===== src/rtl/temp_log_frame_packer_pkg.sv =====
// Shared types and ASCII constants for the temperature log frame packer.
package temp_log_pkt_pkg;

    typedef enum logic [2:0] {
        IDLE,
        LOAD,
        STROBE,
        WAIT_HI,
        WAIT_LO,
        DONE
    } state_t;

    typedef enum logic [1:0] {
        HDR,
        DATA,
        CHK,
        EOL
    } phase_t;

    localparam logic [7:0] ASC_DOLLAR = 8'h24;
    localparam logic [7:0] ASC_T      = 8'h54;
    localparam logic [7:0] ASC_COLON  = 8'h3A;
    localparam logic [7:0] ASC_COMMA  = 8'h2C;
    localparam logic [7:0] ASC_STAR   = 8'h2A;
    localparam logic [7:0] ASC_CR     = 8'h0D;
    localparam logic [7:0] ASC_LF     = 8'h0A;

endpackage


===== src/rtl/temp_log_frame_packer_if.sv =====
// Byte link between the frame packer (master) and uart_tx (slave).
// Handshake: master pulses tx_start for one cycle only while uart_busy is low; tx_data stays valid until uart_busy falls.
interface temp_log_frame_packer_if;

    logic       tx_start;
    logic [7:0] tx_data;
    logic       uart_busy;

    modport master (output tx_start, output tx_data, input uart_busy);
    modport slave  (input tx_start, input tx_data, output uart_busy);

endinterface


===== src/rtl/temp_log_frame_packer_hex_nibble_to_ascii.sv =====
// Combinational 4-bit value to uppercase ASCII hex digit.
module hex_nibble_to_ascii (
    input  logic [3:0] nib,
    output logic [7:0] ascii
);

    always_comb begin
        ascii = (nib < 4'd10) ? (8'h30 + {4'h0, nib}) : (8'h37 + {4'h0, nib});
    end

endmodule


===== src/rtl/temp_log_frame_packer.sv =====
// Serialises a captured sample snapshot into one ASCII log line for uart_tx.
// Optional build macro PKT_CHECKSUM_EN adds a '*'+XOR checksum before CR LF.
module temp_log_frame_packer
    import temp_log_pkt_pkg::*;
#(
    parameter int NUM_SAMPLES = 10,
    parameter int DATA_W      = 8
) (
    input  logic                          clk,
    input  logic                          rst,
    input  logic                          start,
    input  logic [NUM_SAMPLES*DATA_W-1:0] samples_flat,
    temp_log_frame_packer_if.master       uart,
    output logic                          busy,
    output logic                          frame_done,
    output logic                          drop,
    output state_t                        dbg_state
);

    localparam int NIBS  = DATA_W / 4;
    localparam int CNT_W = (NIBS > 8) ? $clog2(NIBS) : 3;
    localparam int IDX_W = (NUM_SAMPLES > 1) ? $clog2(NUM_SAMPLES) : 1;
    localparam logic [CNT_W-1:0] NIB_TOP  = CNT_W'(NIBS - 1);
    localparam logic [IDX_W-1:0] LAST_SMP = IDX_W'(NUM_SAMPLES - 1);

    state_t                          state;
    phase_t                          phase;
    logic [CNT_W-1:0]                cnt;
    logic [IDX_W-1:0]                smp_idx;
    logic                            sep;
    logic [7:0]                      seq;
    logic [NUM_SAMPLES*DATA_W-1:0]   snap;
    logic [7:0]                      tx_data_q;
    logic                            tx_start_q;
    logic [DATA_W-1:0]               cur_sample;
    logic [3:0]                      nib;
    logic [7:0]                      hex_char;
    logic [7:0]                      next_byte;
`ifdef PKT_CHECKSUM_EN
    logic [7:0]                      chk;
`endif

    assign uart.tx_start = tx_start_q;
    assign uart.tx_data  = tx_data_q;
    assign dbg_state     = state;

    hex_nibble_to_ascii u_hex (
        .nib   (nib),
        .ascii (hex_char)
    );

    // One converter serves sequence, data and checksum digits, so the nibble is muxed here.
    always_comb begin
        cur_sample = snap[smp_idx*DATA_W +: DATA_W];
        nib        = 4'h0;
        next_byte  = ASC_LF;
        case (phase)
            HDR: begin
                nib = (cnt == CNT_W'(2)) ? seq[7:4] : seq[3:0];
                case (cnt)
                    CNT_W'(0): next_byte = ASC_DOLLAR;
                    CNT_W'(1): next_byte = ASC_T;
                    CNT_W'(2),
                    CNT_W'(3): next_byte = hex_char;
                    default:   next_byte = ASC_COLON;
                endcase
            end
            DATA: begin
                nib       = cur_sample[cnt*4 +: 4];
                next_byte = sep ? ASC_COMMA : hex_char;
            end
`ifdef PKT_CHECKSUM_EN
            CHK: begin
                nib       = (cnt == CNT_W'(1)) ? chk[7:4] : chk[3:0];
                next_byte = (cnt == CNT_W'(0)) ? ASC_STAR : hex_char;
            end
`endif
            EOL: next_byte = (cnt == CNT_W'(0)) ? ASC_CR : ASC_LF;
            default: next_byte = ASC_LF;
        endcase
    end

    always_ff @(posedge clk or posedge rst) begin
        if (rst) begin
            state      <= IDLE;
            phase      <= HDR;
            cnt        <= '0;
            smp_idx    <= '0;
            sep        <= 1'b0;
            seq        <= '0;
            snap       <= '0;
            tx_data_q  <= '0;
            tx_start_q <= 1'b0;
            busy       <= 1'b0;
            frame_done <= 1'b0;
            drop       <= 1'b0;
`ifdef PKT_CHECKSUM_EN
            chk        <= '0;
`endif
        end else begin
            tx_start_q <= 1'b0;
            frame_done <= 1'b0;
            drop       <= start && (state != IDLE);
            case (state)
                IDLE: if (start) begin
                    snap    <= samples_flat;
                    busy    <= 1'b1;
                    phase   <= HDR;
                    cnt     <= '0;
                    smp_idx <= '0;
                    sep     <= 1'b0;
`ifdef PKT_CHECKSUM_EN
                    chk     <= '0;
`endif
                    state   <= LOAD;
                end
                LOAD: begin
                    tx_data_q <= next_byte;
                    if (!uart.uart_busy) begin
                        tx_start_q <= 1'b1;
                        state      <= STROBE;
                    end
                end
                STROBE:  state <= WAIT_HI;
                WAIT_HI: if (uart.uart_busy) state <= WAIT_LO;
                WAIT_LO: if (!uart.uart_busy) begin
`ifdef PKT_CHECKSUM_EN
                    if ((phase == HDR && cnt != '0) || phase == DATA) chk <= chk ^ tx_data_q;
`endif
                    state <= LOAD;
                    case (phase)
                        HDR: if (cnt == CNT_W'(4)) begin
                            phase <= DATA;
                            cnt   <= NIB_TOP;
                        end else begin
                            cnt <= cnt + 1'b1;
                        end
                        DATA: if (sep) begin
                            sep     <= 1'b0;
                            smp_idx <= smp_idx + 1'b1;
                            cnt     <= NIB_TOP;
                        end else if (cnt != '0) begin
                            cnt <= cnt - 1'b1;
                        end else if (smp_idx != LAST_SMP) begin
                            sep <= 1'b1;
                        end else begin
`ifdef PKT_CHECKSUM_EN
                            phase <= CHK;
`else
                            phase <= EOL;
`endif
                            cnt <= '0;
                        end
`ifdef PKT_CHECKSUM_EN
                        CHK: if (cnt == CNT_W'(2)) begin
                            phase <= EOL;
                            cnt   <= '0;
                        end else begin
                            cnt <= cnt + 1'b1;
                        end
`endif
                        EOL: if (cnt != '0) begin
                            state      <= DONE;
                            busy       <= 1'b0;
                            frame_done <= 1'b1;
                        end else begin
                            cnt <= cnt + 1'b1;
                        end
                        default: state <= LOAD;
                    endcase
                end
                DONE: begin
                    seq   <= seq + 8'd1;
                    state <= IDLE;
                end
                default: state <= IDLE;
            endcase
        end
    end

endmodule


===== src/flat_wrapper.sv =====
// flat-port wrapper written by rule: the top's interface ports become plain ports
module temp_log_frame_packer_flat import temp_log_pkt_pkg::*;
#(
    parameter int NUM_SAMPLES = 10,
    parameter int DATA_W      = 8
)
  (clk, rst, start, samples_flat, busy, frame_done, drop, dbg_state, uart_tx_start, uart_tx_data, uart_uart_busy);
  temp_log_frame_packer_if uart_i ();
  input  logic clk;
  input  logic rst;
  input  logic start;
  input  logic [NUM_SAMPLES*DATA_W-1:0] samples_flat;
  output logic busy;
  output logic frame_done;
  output logic drop;
  output state_t dbg_state;
  output wire logic [$bits(uart_i.tx_start)-1:0] uart_tx_start;
  output wire logic [$bits(uart_i.tx_data)-1:0] uart_tx_data;
  input wire logic [$bits(uart_i.uart_busy)-1:0] uart_uart_busy;
  assign uart_tx_start = uart_i.tx_start;
  assign uart_tx_data = uart_i.tx_data;
  assign uart_i.uart_busy = uart_uart_busy;
  temp_log_frame_packer #(.NUM_SAMPLES(NUM_SAMPLES), .DATA_W(DATA_W)) u_core (.clk(clk), .rst(rst), .start(start), .samples_flat(samples_flat), .uart(uart_i), .busy(busy), .frame_done(frame_done), .drop(drop), .dbg_state(dbg_state));
endmodule

===== config.mk =====
export PLATFORM = sky130hd
export DESIGN_NAME = temp_log_frame_packer_flat
export DESIGN_NICKNAME = d
export VERILOG_FILES = /design/src/rtl/temp_log_frame_packer_pkg.sv /design/src/rtl/temp_log_frame_packer_if.sv /design/src/rtl/temp_log_frame_packer_hex_nibble_to_ascii.sv /design/src/rtl/temp_log_frame_packer.sv /design/src/flat_wrapper.sv
export SDC_FILE = /design/constraint.sdc
export NUM_CORES = 1
export LEC_CHECK = 0
export CORE_MARGIN = 2
export CORE_UTILIZATION = 39
export CTS_CLUSTER_DIAMETER = 100
export CTS_CLUSTER_SIZE = 25
export DETAILED_ROUTE_END_ITERATION = 7
export DONT_BUFFER_PORTS = 1
export SLEW_MARGIN = 40
export SYNTH_ARGS = -nofsm -noshare
export SYNTH_HDL_FRONTEND = slang
export SYNTH_HIERARCHICAL = 1
export SYNTH_SLANG_ARGS = --single-unit

===== constraint.sdc =====
create_clock -name clk -period 4.75 [get_ports clk]
set_input_delay 0.95 -clock clk [delete_from_list [all_inputs] [get_ports clk]]
set_output_delay 0.95 -clock clk [all_outputs]
set_load 0.01 [all_outputs]

== After elaboration in Yosys (flattened, before gate mapping) ==
Cells that the tools add are included.
Storage, ports and cells
  logic and storage cells: 118
  register bits after elaboration: 113
  bits of input ports: 84
Cells by class
  shift-type cells: 2
  magnitude comparators: 1
  add/subtract/negate cells: 6
  reductions and logical operators: 15
  mux-type cells: 54
  equality and inequality tests: 28
Operators with widths (count)
  $shiftx 80x8->8: 1
  $mux 3: 14
  $pmux 8 s3: 1
  $pmux 7 s3: 1
  $mux 4: 5
  $mux 1: 16
  $pmux 4 s2: 2
  $ne 3x3->1 const B: 5
  $pmux 3 s5: 1
  $add 6x4->7 const A: 2
  $mux 7: 2
  $eq 3x2->1 const B: 4
  $mux 2: 6
  $ne 2x2->1 const B: 5
  $reduce_and 5->1: 2
  $eq 3x3->1 const B: 3
  $pmux 3 s3: 1
  $add 8x1->8 const B: 1
  $pmux 2 s2: 2
  $reduce_and 4->1: 2
  $reduce_and 8->1: 1
  $shiftx 8x6->4: 1
  $eq 3x1->1 const B: 2
  $logic_not 3->1: 2
  20 further kinds: 24

== Depth between registers and ports, before layout ==
  depth after elaboration: 7
  gate-level depth with buffers: 14

== Modules after synthesis ==
The synthesis kept the hierarchy.
Modules (own cells, without submodules)
  temp_log_frame_packer: seq. area each 2827.7 µm², area each 5630.4 µm², cells an instance 462, instances 1
  hex_nibble_to_ascii: seq. area each 0.0 µm², area each 105.1 µm², cells an instance 16, instances 1

== Worst setup path before layout ==
No wires, ideal clock.
  path type: register -> register
  start: register u_core.smp_idx[1]
  end: register u_core.tx_data_q[2], in the netlist u_core/uart.tx_data[2]
  arrival time: 2.882 ns
  cell stages (with the launch flop): 14
  library setup time: 0.124 ns
  setup slack: 1.744 ns
  cells stage by stage: dfrtp_1 > buf_2 > or3b_2 > clkbuf_1 > o21ai_0 > a21oi_1 > o32ai_1 > inv_1 > ha_1 > nand2_2 > mux2_1 > nor3_1 > a211oi_1 > o31a_1
On the way
  word-level cells in the longest chain between the ends: 7
RTL lines
  start: declaration: RTL line temp_log_frame_packer.sv:29  | logic [IDX_W-1:0] smp_idx;
  start signal: assignment: RTL line temp_log_frame_packer.sv:140  | smp_idx <= smp_idx + 1'b1;
  $shiftx 80x8->8 *: RTL line temp_log_frame_packer.sv:54  | cur_sample = snap[smp_idx*DATA_W +: DATA_W];
  $shiftx 8x6->4 *: RTL line temp_log_frame_packer.sv:69  | nib = cur_sample[cnt*4 +: 4];
  $pmux 4 s2 *: RTL line temp_log_frame_packer.sv:57  | case (phase)
  net u_core.nib[1]: RTL line temp_log_frame_packer.sv:36  | logic [3:0] nib;
  $add 6x4->7 / $lt 4x4->1 (equally long branches): RTL line temp_log_frame_packer_hex_nibble_to_ascii.sv:8  | ascii = (nib < 4'd10) ? (8'h30 + {4'h0, nib}) : (8'h37 + {4'h0, nib});
  $mux 7 *: RTL line temp_log_frame_packer_hex_nibble_to_ascii.sv:8
  net u_core.hex_char[2]: RTL line temp_log_frame_packer.sv:37  | logic [7:0] hex_char;
  $pmux 7 s3 / $mux 7 (equally long branches): RTL line temp_log_frame_packer.sv:60, temp_log_frame_packer.sv:70
  $pmux 8 s3 *: RTL line temp_log_frame_packer.sv:57
  end signal: assignment: RTL line temp_log_frame_packer.sv:118  | tx_data_q <= next_byte;
  end: declaration: RTL line temp_log_frame_packer.sv:33  | logic [7:0] tx_data_q;
The timed path passes the listed nets; every way through them passes the cells marked *.
A chain may end at the register's enable or synchronous reset.

== Worst setup path in the final report ==
  start: register u_core.smp_idx[0]
  end: register u_core.tx_data_q[2], in the netlist u_core/uart.tx_data[2]
The elaborated chain is that of the path after synthesis.

==> summary.md <==
### Finish
• 0.00269 mm^2 — area used by multi-input combinational logic
• 562 — Total Nets Final
• 44.9% — post-layout util
• 1,353 — final-layout fill cell count
• 0.00283 mm^2 — area occupied by registers
• 13.0% — layout-stage area growth over the synthesis result
• 29.7% — layout cells sized above 1

### Global routing
• 17.7% — total global routing track utilization
• met2 — Most Crowded Layer GR
• 45 — largest net degree at the start of global routing
• 3,990 — number of global-route vias before repair
• 22.9% — met1 layer usage reported by global route
• 0 — aggregate global routing overflow
• 27.2% — met2 GRT Util
• 21.8 mm — global-route wire length before repair
• 7.57% — routing usage on met3
• 3 — antenna violations before repair

### Yosys
• sky130_fd_sc_hd__dfrtp_1 — prevailing post-synth register cell
• 6 — Synthesis Warnings
• 100% — ys async rst share
• 478 — gate count after technology mapping
• 572 — net count of the mapped netlist
• 49.3% — fraction of the yosys area taken by sequential cells
• 55 — number of distinct library cells after synthesis
• 0.00574 mm^2 — Post-Syn Area
• 0 — number of enable flip-flop cells after synthesis
• 113 — #FFs+latches synth
• 12.0 um^2 — average instance area after synthesis

### Placement
• 1.24 ns — Setup WS pre-CTS
• 0 — total of buffers placed on input and output ports
• 0.811 — routability congestion estimate from global placement
• 9.53 mm — HPWL reported at the end of detailed placement

### Route
• 0 — remaining design rule violation count
• 13.2 mm — final WL
• 3,720 — vias after detailed routing
• 5.59 — per-cell via count in the routed design
• 4 — DR pass1 iterations
• 0 — remaining antenna violation count
• 245 — number of violations reported at the end of detailed-routing iteration 0
• 19.9 um — mean routed wirelength per cell

### CTS
• 0 — Hold-fix buffers, CTS
• 2 — buffer depth of the longest clock path
• 0 — Post-CTS Setup Repair Bufs
• 0.06 ns — clock-pin slew reported for the worst setup and hold paths after clock tree synthesis
• 4 — count of H-tree levels built during CTS
• 0 — Resize count post-CTS
• 0.42 ns — later-pin clock latency in the skew report
• yes — TritonCTS clock tree
• 113 — clock sink count
• 17 — clock buffers created by TritonCTS
• sky130_fd_sc_hd__clkbuf_16 — cell at the root of the clock tree

### Setup path
• 3.85 ns — arrival time at the worst endpoint
• reg2reg — category of the critical setup timing path
• 5.06 ns — data required time of the critical path
• 27 — highest net fanout along the worst path
• u_core/uart.tx_data[2]$_DFFE_PP0N_ — reg-to-reg critical path endpoint
• u_core/smp_idx[0]$_DFFE_PP0P_ — critical path startpoint
• 11 — Worst Reg-to-Reg Cells
• register — crit end category
• u_core/uart.tx_data[2]$_DFFE_PP0N_ — end point of the critical path
• u_core/smp_idx[0]$_DFFE_PP0P_ — worst r2r src
• register — Critical Path Start Type
• 1.20 ns — worst setup slack for register-to-register paths

### Floorplan
• 0.0157 mm^2 — area enclosed by the die boundary
• 125 um — Die W
• 44 — row cnt
• 0.0144 mm^2 — core footprint
• 125 um — chip height
• 39.8% — initial cell density of the core
• 99 — top-level I/O count

### STA
• 1.20 ns — PnR worst setup slack
• 0 ns — accumulated negative setup slack
• 0 — count of endpoints failing hold in the final timing report
• 48.7% — max-slew headroom at the worst pin
• no — unrepaired setup endpoints after global routing
• 0.769 ns — slew of the pin with the lowest slew margin
• 3.55 ns — shortest clock period the worst path allows after layout
• 0 — count of pins over their slew limit
• 0.282 GHz — Peak Freq
• 0.468 ns — worst hold slack after final layout
• 0.0108 ns — clock skew
• 74.7% — ratio of final minimum period to clock period
• 0 — endpoints failing setup

### Run
• 0 — number of max-capacitance violations reported

### Power and ir drop
• 32.7% — relative contribution of combinational cells to total power
• 1.55 mW — net switching power of the design
• 4.61 mW — overall power after layout
• 33.6% — switch share
• 3.06 mW — Int Power
• 28.9% — clock network fraction of design power
• 407 uV — worst IR drop on VDD
• 2.57 nW — Static Leakage
• 38.5% — part of the total power dissipated in sequential elements
• 711 mW/mm^2 — ratio of total power to cell area

### Status
• finished, final reports clean — status

### Hold path
• in2async — class of the tightest hold or removal check

## flip-flops by register name, indices dropped and copies added, names as in the netlist, 2 cells and up
| signal | count |
|---|---|
| u_core/snap | 80 |
| u_core/seq | 8 |
| u_core/uart.tx_data | 8 |
| u_core/smp_idx | 4 |
| u_core/cnt | 3 |
| u_core/dbg_state | 3 |
| u_core/phase | 2 |
## cell families after synthesis
logic type	Yosys count	share of synthesized area, %
AND/OR/NAND/NOR	97	9.23
flip-flops	113	49.3
adder cells (fa/ha/maj)	10	2.18
multiplexers	121	24.7
buffers and inverters	47	4.04
AO/OA/AOI/OAI	81	9.27
XOR/XNOR	8	1.22
other	1	0.0654
## how the worst min path moves through the flow
stage | slack (ns) | depth (start not counted) | end | from
global route | 0.49 | 1 | u_core/seq[7]$_DFFE_PP0N_ | u_core/seq[7]$_DFFE_PP0N_
CTS | 0.48 | 1 | u_core/seq[7]$_DFFE_PP0N_ | u_core/seq[7]$_DFFE_PP0N_
global placement | 0.46 | 1 | u_core/seq[7]$_DFFE_PP0N_ | u_core/seq[7]$_DFFE_PP0N_
detailed placement | 0.47 | 1 | u_core/seq[7]$_DFFE_PP0N_ | u_core/seq[7]$_DFFE_PP0N_
floorplan | 0.45 | 1 | u_core/seq[7]$_DFFE_PP0N_ | u_core/seq[7]$_DFFE_PP0N_
finish | 0.47 | 1 | u_core/uart.tx_data[2]$_DFFE_PP0N_ | rst
## critical path: stages, from the launching register on
cell and delay (ns):
sky130_fd_sc_hd__dfrtp_2 0.86, sky130_fd_sc_hd__mux2i_1 0.24, sky130_fd_sc_hd__a221oi_1 0.37, sky130_fd_sc_hd__a211oi_1 0.13, sky130_fd_sc_hd__o32ai_1 0.57, sky130_fd_sc_hd__inv_1 0.10, sky130_fd_sc_hd__ha_1 0.23, sky130_fd_sc_hd__nand2_2 0.08
sky130_fd_sc_hd__mux2_1 0.33, sky130_fd_sc_hd__nor3_1 0.17, sky130_fd_sc_hd__a211oi_1 0.09, sky130_fd_sc_hd__o31a_1 0.27
## synth_stat cells (8+ instances only)
library cell	n	share of area, %
sky130_fd_sc_hd__dfrtp_1	113	49
sky130_fd_sc_hd__a21oi_1	21	1.8
sky130_fd_sc_hd__nand3_1	11	0.96
sky130_fd_sc_hd__o21ai_0	19	1.7
sky130_fd_sc_hd__mux2_2	83	16
sky130_fd_sc_hd__buf_2	14	1.2
sky130_fd_sc_hd__nor2_1	16	1.0
sky130_fd_sc_hd__inv_1	13	0.85
sky130_fd_sc_hd__mux2i_1	29	5.1
sky130_fd_sc_hd__clkbuf_1	12	0.79
sky130_fd_sc_hd__mux4_2	8	3.1
sky130_fd_sc_hd__nand2b_1	13	1.4
sky130_fd_sc_hd__ha_1	10	2.2
sky130_fd_sc_hd__nand2_1	16	1.0
## power by group through the flow
stage	clock, mW	sequential (mW)	combinational, mW
after floorplan	0	1.58	1.33
after global placement	0	1.78	1.42
after detailed placement	0	1.79	1.49
after CTS	1.35	1.77	1.50
after global routing	1.40	1.83	1.67
final	1.33	1.77	1.50
## cell type report
class / instances / share of cell area [%]
antenna: 1 / 0.0386
clock buffer: 18 / 6.78
clock inverter: 14 / 2.72
inverter: 13 / 0.792
multi-input combinational: 318 / 41.5
sequential: 113 / 43.7
tap: 184 / 3.55
timing repair buffer: 5 / 0.965
## routing by layer
layer	vias up	part of all wire (%)
li1	1717	-
met1	1869	45
met2	115	46
met3	17	7.5
met4	2	1.6
met5	-	0.098
## metrics by stage
step / cells / cell area, um^2
finish: 666 / 6480
global route: 665 / 6480
CTS: 665 / 6470
detailed placement: 633 / 5850
global placement: 631 / 5810
floorplan: 478 / 5740
## cell usage in the layout (no fill, tap or decap), types with 3 or more instances in the layout
master and instances:
sky130_fd_sc_hd__a31oi_1 6, sky130_fd_sc_hd__bufinv_16 3, sky130_fd_sc_hd__a21oi_1 21, sky130_fd_sc_hd__nor2_1 16, sky130_fd_sc_hd__xnor2_1 5, sky130_fd_sc_hd__nand2_1 16, sky130_fd_sc_hd__ha_1 10, sky130_fd_sc_hd__mux2i_1 29
sky130_fd_sc_hd__clkbuf_16 17, sky130_fd_sc_hd__xor2_1 3, sky130_fd_sc_hd__o32ai_1 3, sky130_fd_sc_hd__mux4_2 8, sky130_fd_sc_hd__nor3b_1 5, sky130_fd_sc_hd__inv_1 12, sky130_fd_sc_hd__inv_6 5, sky130_fd_sc_hd__nand3b_1 4
sky130_fd_sc_hd__o31ai_1 3, sky130_fd_sc_hd__nand2b_1 13, sky130_fd_sc_hd__nand3_1 11, sky130_fd_sc_hd__nor2b_1 6, sky130_fd_sc_hd__dfrtp_1 112, sky130_fd_sc_hd__buf_4 3, sky130_fd_sc_hd__nor3_1 7, sky130_fd_sc_hd__or2_2 5
sky130_fd_sc_hd__mux2_2 83, sky130_fd_sc_hd__o21ai_0 19, sky130_fd_sc_hd__a221oi_1 7
No activity file was read; power rests on OpenSTA's default activity.
